**src/rtl/arb_req_queue_4.sv**
```systemverilog
// arb_req_queue_4
//   Request-side front end for a 4-input arbiter. Each requester owns a small
//   circular FIFO. req[i] reflects FIFO i non-empty, and the arbiter's one-hot
//   grant pops the granted head onto a single registered output channel.
//
// Ports
//   clk        rising-edge clock
//   rst_n      asynchronous active-low reset; empties every FIFO
//   in_valid   per-requester push strobe
//   in_ready   per-requester FIFO not full (registered count only)
//   in_data    payloads; requester i on bits [i*DATA_W +: DATA_W]
//   req        request vector to the arbiter; FIFO i non-empty
//   grant      one-hot grant from the arbiter
//   out_valid  one-cycle pulse per popped entry
//   out_data   payload of the popped entry (held when idle)
//   out_src    index of the popped FIFO (held when idle)
//   err        sticky grant-protocol error
//
// Build option
//   ARB_REQ_QUEUE_GRANT_CHECK_EN : when defined, err latches on a multi-hot
//   grant or on a grant to an empty FIFO, and simulation asserts on it.
//   When undefined, err is tied low. Pop selection is the same in both builds.

module arb_req_queue_4 #(
  parameter int DATA_W = 8,
  parameter int DEPTH  = 4
) (
  input  logic              clk,
  input  logic              rst_n,
  input  logic [3:0]        in_valid,
  output logic [3:0]        in_ready,
  input  logic [4*DATA_W-1:0] in_data,
  output logic [3:0]        req,
  input  logic [3:0]        grant,
  output logic              out_valid,
  output logic [DATA_W-1:0] out_data,
  output logic [1:0]        out_src,
  output logic              err
);

  localparam int PTR_W = $clog2(DEPTH);
  localparam int CNT_W = PTR_W + 1;
  localparam logic [CNT_W-1:0] FULL_CNT = CNT_W'(DEPTH);

  logic [DATA_W-1:0] mem [4][DEPTH];
  logic [CNT_W-1:0]  count  [4];
  logic [PTR_W-1:0]  rd_ptr [4];
  logic [PTR_W-1:0]  wr_ptr [4];

  logic [3:0] push;
  logic [3:0] pop;
  logic       sel_valid;
  logic [1:0] sel_idx;

  always_comb begin
    for (int i = 0; i < 4; i++) begin
      in_ready[i] = (count[i] != FULL_CNT);
      req[i]      = (count[i] != '0);
      push[i]     = in_valid[i] && in_ready[i];
    end
  end

  // Scan from the top down so the lowest granted non-empty queue wins.
  always_comb begin
    sel_valid = 1'b0;
    sel_idx   = 2'd0;
    for (int i = 3; i >= 0; i--) begin
      if (grant[i] && req[i]) begin
        sel_valid = 1'b1;
        sel_idx   = 2'(i);
      end
    end
  end

  always_comb begin
    pop = 4'b0000;
    if (sel_valid) pop[sel_idx] = 1'b1;
  end

  // Storage is not reset; occupancy is tracked entirely by count/pointers.
  always_ff @(posedge clk) begin
    for (int i = 0; i < 4; i++) begin
      if (push[i]) mem[i][wr_ptr[i]] <= in_data[i*DATA_W +: DATA_W];
    end
  end

  always_ff @(posedge clk or negedge rst_n) begin
    if (!rst_n) begin
      for (int i = 0; i < 4; i++) begin
        count[i]  <= '0;
        rd_ptr[i] <= '0;
        wr_ptr[i] <= '0;
      end
    end else begin
      for (int i = 0; i < 4; i++) begin
        if (push[i]) wr_ptr[i] <= wr_ptr[i] + PTR_W'(1);
        if (pop[i])  rd_ptr[i] <= rd_ptr[i] + PTR_W'(1);
        if (push[i] && !pop[i])      count[i] <= count[i] + CNT_W'(1);
        else if (pop[i] && !push[i]) count[i] <= count[i] - CNT_W'(1);
      end
    end
  end

  always_ff @(posedge clk or negedge rst_n) begin
    if (!rst_n) begin
      out_valid <= 1'b0;
      out_data  <= '0;
      out_src   <= 2'd0;
    end else begin
      out_valid <= sel_valid;
      if (sel_valid) begin
        out_data <= mem[sel_idx][rd_ptr[sel_idx]];
        out_src  <= sel_idx;
      end
    end
  end

`ifdef ARB_REQ_QUEUE_GRANT_CHECK_EN
  logic grant_bad;
  logic err_q;

  assign grant_bad = ((grant & (grant - 4'd1)) != 4'd0) || ((grant & ~req) != 4'd0);

  always_ff @(posedge clk or negedge rst_n) begin
    if (!rst_n)         err_q <= 1'b0;
    else if (grant_bad) err_q <= 1'b1;
  end

  assign err = err_q;

`ifndef SYNTHESIS
  always @(posedge clk) begin
    if (rst_n) begin
      assert (!grant_bad)
        else $error("arb_req_queue_4: grant protocol violation grant=%b req=%b", grant, req);
    end
  end
`endif
`else
  assign err = 1'b0;
`endif

endmodule

```
**config.mk**
```make
export PLATFORM = sky130hd
export DESIGN_NAME = arb_req_queue_4
export DESIGN_NICKNAME = d
export VERILOG_FILES = /design/src/rtl/arb_req_queue_4.sv
export SDC_FILE = /design/constraint.sdc
export NUM_CORES = 1
export LEC_CHECK = 0
export CORE_AREA = 3 3 131 133
export CTS_CLUSTER_DIAMETER = 120
export DETAILED_ROUTE_END_ITERATION = 16
export DIE_AREA = 0 0 134 136
export GPL_ROUTABILITY_DRIVEN = 0
export PLACE_DENSITY = 0.66
export SYNTH_ARGS = -nofsm -noshare
export SYNTH_HDL_FRONTEND = slang
export SYNTH_SLANG_ARGS = --single-unit
```
**constraint.sdc**
```tcl
create_clock -name clk -period 2.45 [get_ports clk]
set_clock_uncertainty 0.1 [all_clocks]
set_input_delay 0.49 -clock clk [delete_from_list [all_inputs] [get_ports clk]]
set_output_delay 0.49 -clock clk [all_outputs]
set_load 0.02 [all_outputs]
```
---- After elaboration in Yosys (flattened, before gate mapping) ----
Memory sizes are Yosys's and may differ from the RTL's.
Cells that the tools add are included.
storage, ports and cells
  input bits .............................. 42
  memories ................................ 1
  RAM bits ................................ 128
  word-level logic and storage cells ...... 132
  bits in registers ....................... 39
operators by class
  reductions and logical operators ........ 37
  $lt $le $gt $ge ......................... 12
  $add $sub $neg .......................... 16
  multiplexer cells ....................... 41
  equality and inequality tests ........... 4
  bitwise gates (word level) .............. 6
memory list
  name  words  bits a word  rd ports  clocked after memory_dff  wr ports  line  source
  mem   4      32           1         0                         4         45    logic [DATA_W-1:0] mem [4][DEPTH];
operators by type and width
  cell                   count
  $mux W32               4
  $demux W8 S2           4
  $mux W8                6
  $mux W3                8
  $logic_and A1 B1 Y1    21
  $ge A3 B3 Y1 const B   6
  $not A2 Y3             6
  $add A2 B1 Y2 const B  8
  $bmux W8 S2            1
  $add A3 B1 Y3 const B  4
  $lt A3 B1 Y1 const B   4
  $mux W2                6
  $ne A3 B3 Y1 const B   4
  $reduce_bool A3 Y1     4
  $sub A3 B1 Y3 const B  4
  $mux W1                9
  $logic_not A1 Y1       8
  $reduce_bool A2 Y1     4
  $bmux W2 S2            1
  $mux W4                1
  $lt A2 B3 Y1 const B   1
  $demux W1 S2           1
  $ge A2 B1 Y1 const B   1

---- Logic depth before layout (Yosys ltp) ----
  depth in word-level cells ............... 14
  mapped depth ............................ 11
  mapped depth without buffers ............ 10

---- Least setup slack after synthesis ----
Ideal clock, no wire load.
  kind .................................... reg2reg
  start ................................... register count[10] in the netlist's numbering
  end ..................................... register count[7] in the netlist's numbering
  arrival ................................. 2.430 ns
  stages on the path, launching flop included .. 10
  slack ................................... -0.204 ns
  clock period less this slack ............ 2.654 ns
  buffers on the path ..................... 2
  cells stage by stage .................... dfrtp_1 -> o31a_1 -> buf_4 -> nor2_1 -> clkbuf_1 -> inv_1 -> ha_1 -> inv_1 -> fa_1 -> mux2_2
between the ends
  word-level cells in the longest chain between the ends .. 11
  elaborated cells between the ends (all ways) .. 15
  classes of those cells .................. 2 x order compare; 6 x mux; 7 x reduce/logical
ends and longest elaborated chain
  element                                                             line  source
  start: declaration                                                  46    logic [CNT_W-1:0] count [4];
  start signal: indexed assignment                                    98    if (push[i] && !pop[i]) count[i] <= count[i] + CNT_W'(1);
  start signal: indexed assignment                                    99    else if (pop[i] && !push[i]) count[i] <= count[i] - CNT_W'(1);
  $reduce_bool A3 Y1 (*)                                              58    req[i] = (count[i] != '0);
  $logic_and A1 B1 Y1 (*)                                             68    if (grant[i] && req[i]) begin
  $mux W2                                                             68
  $lt A2 B3 Y1 (not written as such) or $ge A2 B1 Y1 (tied branches)  77    if (sel_valid) pop[sel_idx] = 1'b1;
  $logic_and A1 B1 Y1 (not written as such)                           77
  $mux W1 (not written as such)                                       77
  $demux W1 S2                                                        77
  $mux W4 (*)                                                         77
  $logic_not A1 Y1                                                    98
  $logic_and A1 B1 Y1                                                 98
  $mux W3 or $reduce_bool A2 Y1 (tied branches)                       --
Mark *: on every way between the ends. The rest lies on a longest branch, timed or not.
A chain may end at the register's enable or synchronous reset.

---- Final worst setup path ----
  start ................................... register count[4] in the netlist's numbering
  end ..................................... register out_data[1]
between the ends
  word-level cells in the longest chain between the ends .. 13
  elaborated cells between the ends (all ways) .. 17
  classes of those cells .................. 12 x mux; 2 x bitwise; 2 x reduce/logical; 1 x memory
ends and longest elaborated chain
  element                                      line  source
  $reduce_bool A3 Y1 (*)                       58
  $logic_and A1 B1 Y1 (*)                      68
  $mux W2 (3 in series)                        68
  $not A2 Y3 (not written as such)             112   out_data <= mem[sel_idx][rd_ptr[sel_idx]];
  $bmux W2 S2                                  112
  $mux W2 (not written as such) (2 in series)  112
  $not A2 Y3 (not written as such)             112
  $bmux W8 S2                                  112
  $mux W8 (not written as such) (2 in series)  112
  end signal: assignment                       112
  end: declaration                             36    output logic [DATA_W-1:0] out_data,
Mark *: on every way between the ends. The rest lies on a longest branch, timed or not. The select of a mux whose other input is x is not followed.

==> run_results.csv <==
group,metric,value,unit
clock_tree,clock_sinks,167,
critical_path,regToRegSetupSlack,-0.11,ns
global_routing,met3_usage,4.404,%
outcome,failed_checks,"negative setup slack",
route,drt_first_iter_violations,553,
clock_tree,tritoncts,"yes",
timing,timing.final.max_slew_violations,0,
clock_tree,cts_htree_levels,4,
power_and_ir_drop,power_density,1219,mW/mm^2
placed_design,buffer_ports.inserted,60,
global_routing,total_grt_overflow,0,
critical_path,critPathSlowestCell,"sky130_fd_sc_hd__dfrtp_2",
cells_and_area,finalNetCount,679,
route,drt-wirelength-per-cell,19.90,um
clock_tree,cts.root.buffer_cell,"sky130_fd_sc_hd__clkbuf_16",
power_and_ir_drop,internal-power,7.615,mW
placed_design,dpl.cell_count,799,
run,drv_cap,0,
critical_path,timing.critical_path.arrival,2.74,ns
placed_design,dp_hpwl,12430,um
placed_design,placed_cell_area,0.008587,sq mm
cells_and_area,final_cell_count_no_fill,841,
synth,synth_cells,474,
hold_path,worstHoldPathType,"in -> async",
clock_tree,clkLatencyLatePin,0.41,ns
route,drt_first_pass_iters,5,
clock_tree,clk_path_buf_depth,2,
critical_path,peak_per_stage_delay_on_the_critical_path,0.44,ns
power_and_ir_drop,max-vdd-ir-drop,0.7482,mV
critical_path,worst_ep_required,2.63,ns
synth,ys_ff_latch,167,
synth,post_synth.cell_area_avg,15.20,sq um
floorplanning,die_x,134,um
placed_design,dp_slack,-0.4363,ns
route,dr_total_vias,4576,
floorplanning,placement_rows,46,
critical_path,timing.critical_path.fanout_max,8,
synth,netlist-cell-type-count,51,
critical_path,path_cells,"o31ai_4 > nor2_2 > o311a_4 > nor2_8 > buf_6 > mux2_4 > a222oi_1 > o22ai_1",
timing,fin_tns_setup,-0.1320,ns
timing,final.setup.worst_slack,-0.1142,ns
clock_tree,cts_made_buffers,17,
critical_path,worstPathBufferInverterCount,1,
route,post_drt_via_cell_ratio,5.441,
global_routing,globalRouteTotalUtil,19.07,%
synth,syn-cell-area,0.007204,sq mm
power_and_ir_drop,p_clk_share,23.1,%
power_and_ir_drop,switchingPower,3.763,mW
timing,min_period_over_period,104.7,%
global_routing,pin_count_of_the_biggest_net_entering_global_routing,31,
floorplanning,die-area,0.01822,sq mm
cells_and_area,fin_area,0.009331,sq mm
critical_path,setup.worst_path.class,"reg -> reg",
synth,ys.warnings.count,0,
route,route.final.wire_length,16740,um
synth,synth-edff-count,128,
timing,timing_worst_slew_pin_value,0.8137,ns
power_and_ir_drop,comb_power_share,39.0,%
timing,worst_slew_margin_rel,45.76,%
global_routing,globalRouteMet1Util,23.73,%
timing,final_report_hold_violation_count,0,
critical_path,critical_path.endpoint_type,"flop",
cells_and_area,antenna_cells,0,
outcome,run_status,"finished, violations left",
global_routing,top_usage_layer,"met2",
timing,fin_worst_hold_slack,0.05293,ns
critical_path,worstSetupStartpointType,"flop",
synth,synth_sequential_area_ratio,66.90,%
global_routing,grt_pass1_wl,26040,um
floorplanning,floorplan.initialDensity,45.19,%
global_routing,use_met2,33.41,%
power_and_ir_drop,sequentialPowerShare,38.0,%
timing,unrepaired_setup_endpoints_after_global_routing,"true",
floorplanning,pin_count,62,
global_routing,number_of_antenna_violations_at_the_first_check_in_global_routing,0,
global_routing,grt_pass1_vias,4837,
synth,synth_flop_cell,"sky130_fd_sc_hd__edfxtp_1",
route,antenna_violating_nets_remaining,0,
synth,syn-num-nets,540,
floorplanning,die_h,136,um
timing,max_clock_freq,390.0,MHz
clock_tree,clk_pin_slew,0.06,ns
power_and_ir_drop,sw_frac_of_total,33.08,%
timing,setup_violation_total_in_the_final_timing_report,2,
cells_and_area,layout-drive-gt1-share,25.28,%
floorplanning,floorplan.core_area,0.01594,sq mm
timing,timing.final.crit_period,2.564,ns
cells_and_area,fillCellCount,1260,
critical_path,critical-path-top-delay-family,"compound AO/OA/AOI/OAI gates",
cells_and_area,area_delta_synth_final,29.52,%
route,drc,0,
power_and_ir_drop,leakage_component_of_the_power,3.547,nW
synth,synthArstFlopShare,23.35,%
[Yosys cell counts (5+ instances only)]
cell type	instances	area (sq um)
sky130_fd_sc_hd__nand3_1	10	50.05
sky130_fd_sc_hd__clkbuf_1	6	22.52
sky130_fd_sc_hd__a21o_1	8	60.06
sky130_fd_sc_hd__nand2_1	32	120.1
sky130_fd_sc_hd__o22ai_1	6	37.54
sky130_fd_sc_hd__xnor2_1	13	113.9
sky130_fd_sc_hd__mux2_2	14	157.7
sky130_fd_sc_hd__a31oi_1	5	31.28
sky130_fd_sc_hd__inv_1	15	56.30
sky130_fd_sc_hd__a222oi_1	18	180.2
sky130_fd_sc_hd__ha_1	20	250.2
sky130_fd_sc_hd__o211a_1	6	60.06
sky130_fd_sc_hd__dfrtp_1	39	975.9
sky130_fd_sc_hd__buf_2	8	40.04
sky130_fd_sc_hd__mux2i_1	8	80.08
sky130_fd_sc_hd__xor2_1	11	96.34
sky130_fd_sc_hd__nor2_1	12	45.04
sky130_fd_sc_hd__a22oi_1	20	150.1
sky130_fd_sc_hd__o21ai_0	21	105.1
sky130_fd_sc_hd__edfxtp_1	128	3844
sky130_fd_sc_hd__and3_1	16	100.1
[timing repair]
item | in CTS | in global routing
hold buffers | 0 | 0
pin swaps | 3 | 15
buffers inserted | 1 | 9
cloned | 0 | 1
resized for setup | 10 | 17
setup endpoints to repair | 11 | 13
[area by class of cell]
class	count	area (sq um)	area share, %
Inverter	17	65.06	0.6972
Tap cell	216	270.3	2.896
Timing Repair Buffer	140	1299	13.92
Multi-Input combinational cell	270	2286	24.50
Clock inverter	12	152.6	1.636
Clock buffer	19	432.9	4.639
Sequential cell	167	4826	51.72
[placed cells by master (no fill, tap or decap), types with 16 or more instances in the layout]
cell / count
sky130_fd_sc_hd__edfxtp_1: 128
sky130_fd_sc_hd__buf_4: 67
sky130_fd_sc_hd__clkdlybuf4s50_1: 50
sky130_fd_sc_hd__dfrtp_1: 34
sky130_fd_sc_hd__nand2_1: 31
sky130_fd_sc_hd__o21ai_0: 21
sky130_fd_sc_hd__a22oi_1: 20
sky130_fd_sc_hd__a222oi_1: 18
sky130_fd_sc_hd__ha_1: 18
sky130_fd_sc_hd__clkbuf_16: 17
sky130_fd_sc_hd__and3_1: 16
[routing by layer]
metal / wire length [um] / vias to the layer above / part of all wire, %
met1: 6957 / 2299 / 42
met4: 197 / 0 / 1.2
met2: 8721 / 141 / 52
met5: 0 / - / 0
met3: 861 / 17 / 5.1
li1: - / 2119 / -
[power by group through the flow]
stage	registers, mW	logic [mW]	clock network [mW]
floorplan	4.38	2.47	0
global placement	4.31	4.07	0
detailed placement	4.35	4.23	0
CTS	4.31	4.29	2.68
global route	4.38	4.87	2.81
finish	4.32	4.43	2.63
[registers in the layout, summed over array words and instances (netlist names)]
| register | flops |
|---|---|
| out_src | 2 |
| out_valid | 1 |
| rd_ptr | 8 |
| out_data | 8 |
| mem | 128 |
| count | 12 |
| wr_ptr | 8 |
[kinds of logic after synthesis]
family          share of synthesized area (%)
compound gates                          12.16
xor+xnor                                2.918
fa+ha+maj                               4.585
buf+inv                                 2.605
flops                                   66.90
mux                                     4.133
other cells                           0.05205
simple gates                            6.652
[per-stage QoR]
step	util [%]	power, mW
2_1_floorplan	-	6.850
3_3_place_gp	53.86	8.382
3_5_place_dp	53.86	8.578
4_1_cts	57.78	11.28
5_1_grt	58.53	12.06
6_report	58.53	11.38
[path summary, 6_finish.rpt]
check | start | to | cells past startpoint
max | count[4]$_DFFE_PN0P_ | out_data[1]$_DFFE_PN0P_ | 8
min | rst_n | out_data[1]$_DFFE_PN0P_ | 1
max reg2reg | count[4]$_DFFE_PN0P_ | out_data[1]$_DFFE_PN0P_ | 8
min reg2reg | rd_ptr[5]$_DFFE_PN0P_ | rd_ptr[5]$_DFFE_PN0P_ | 1
max in group asynchronous | rst_n | wr_ptr[3]$_DFFE_PN0P_ | 2
min in group clk | rd_ptr[5]$_DFFE_PN0P_ | rd_ptr[5]$_DFFE_PN0P_ | 1
Note: power is estimated with default switching activity, not from simulation.
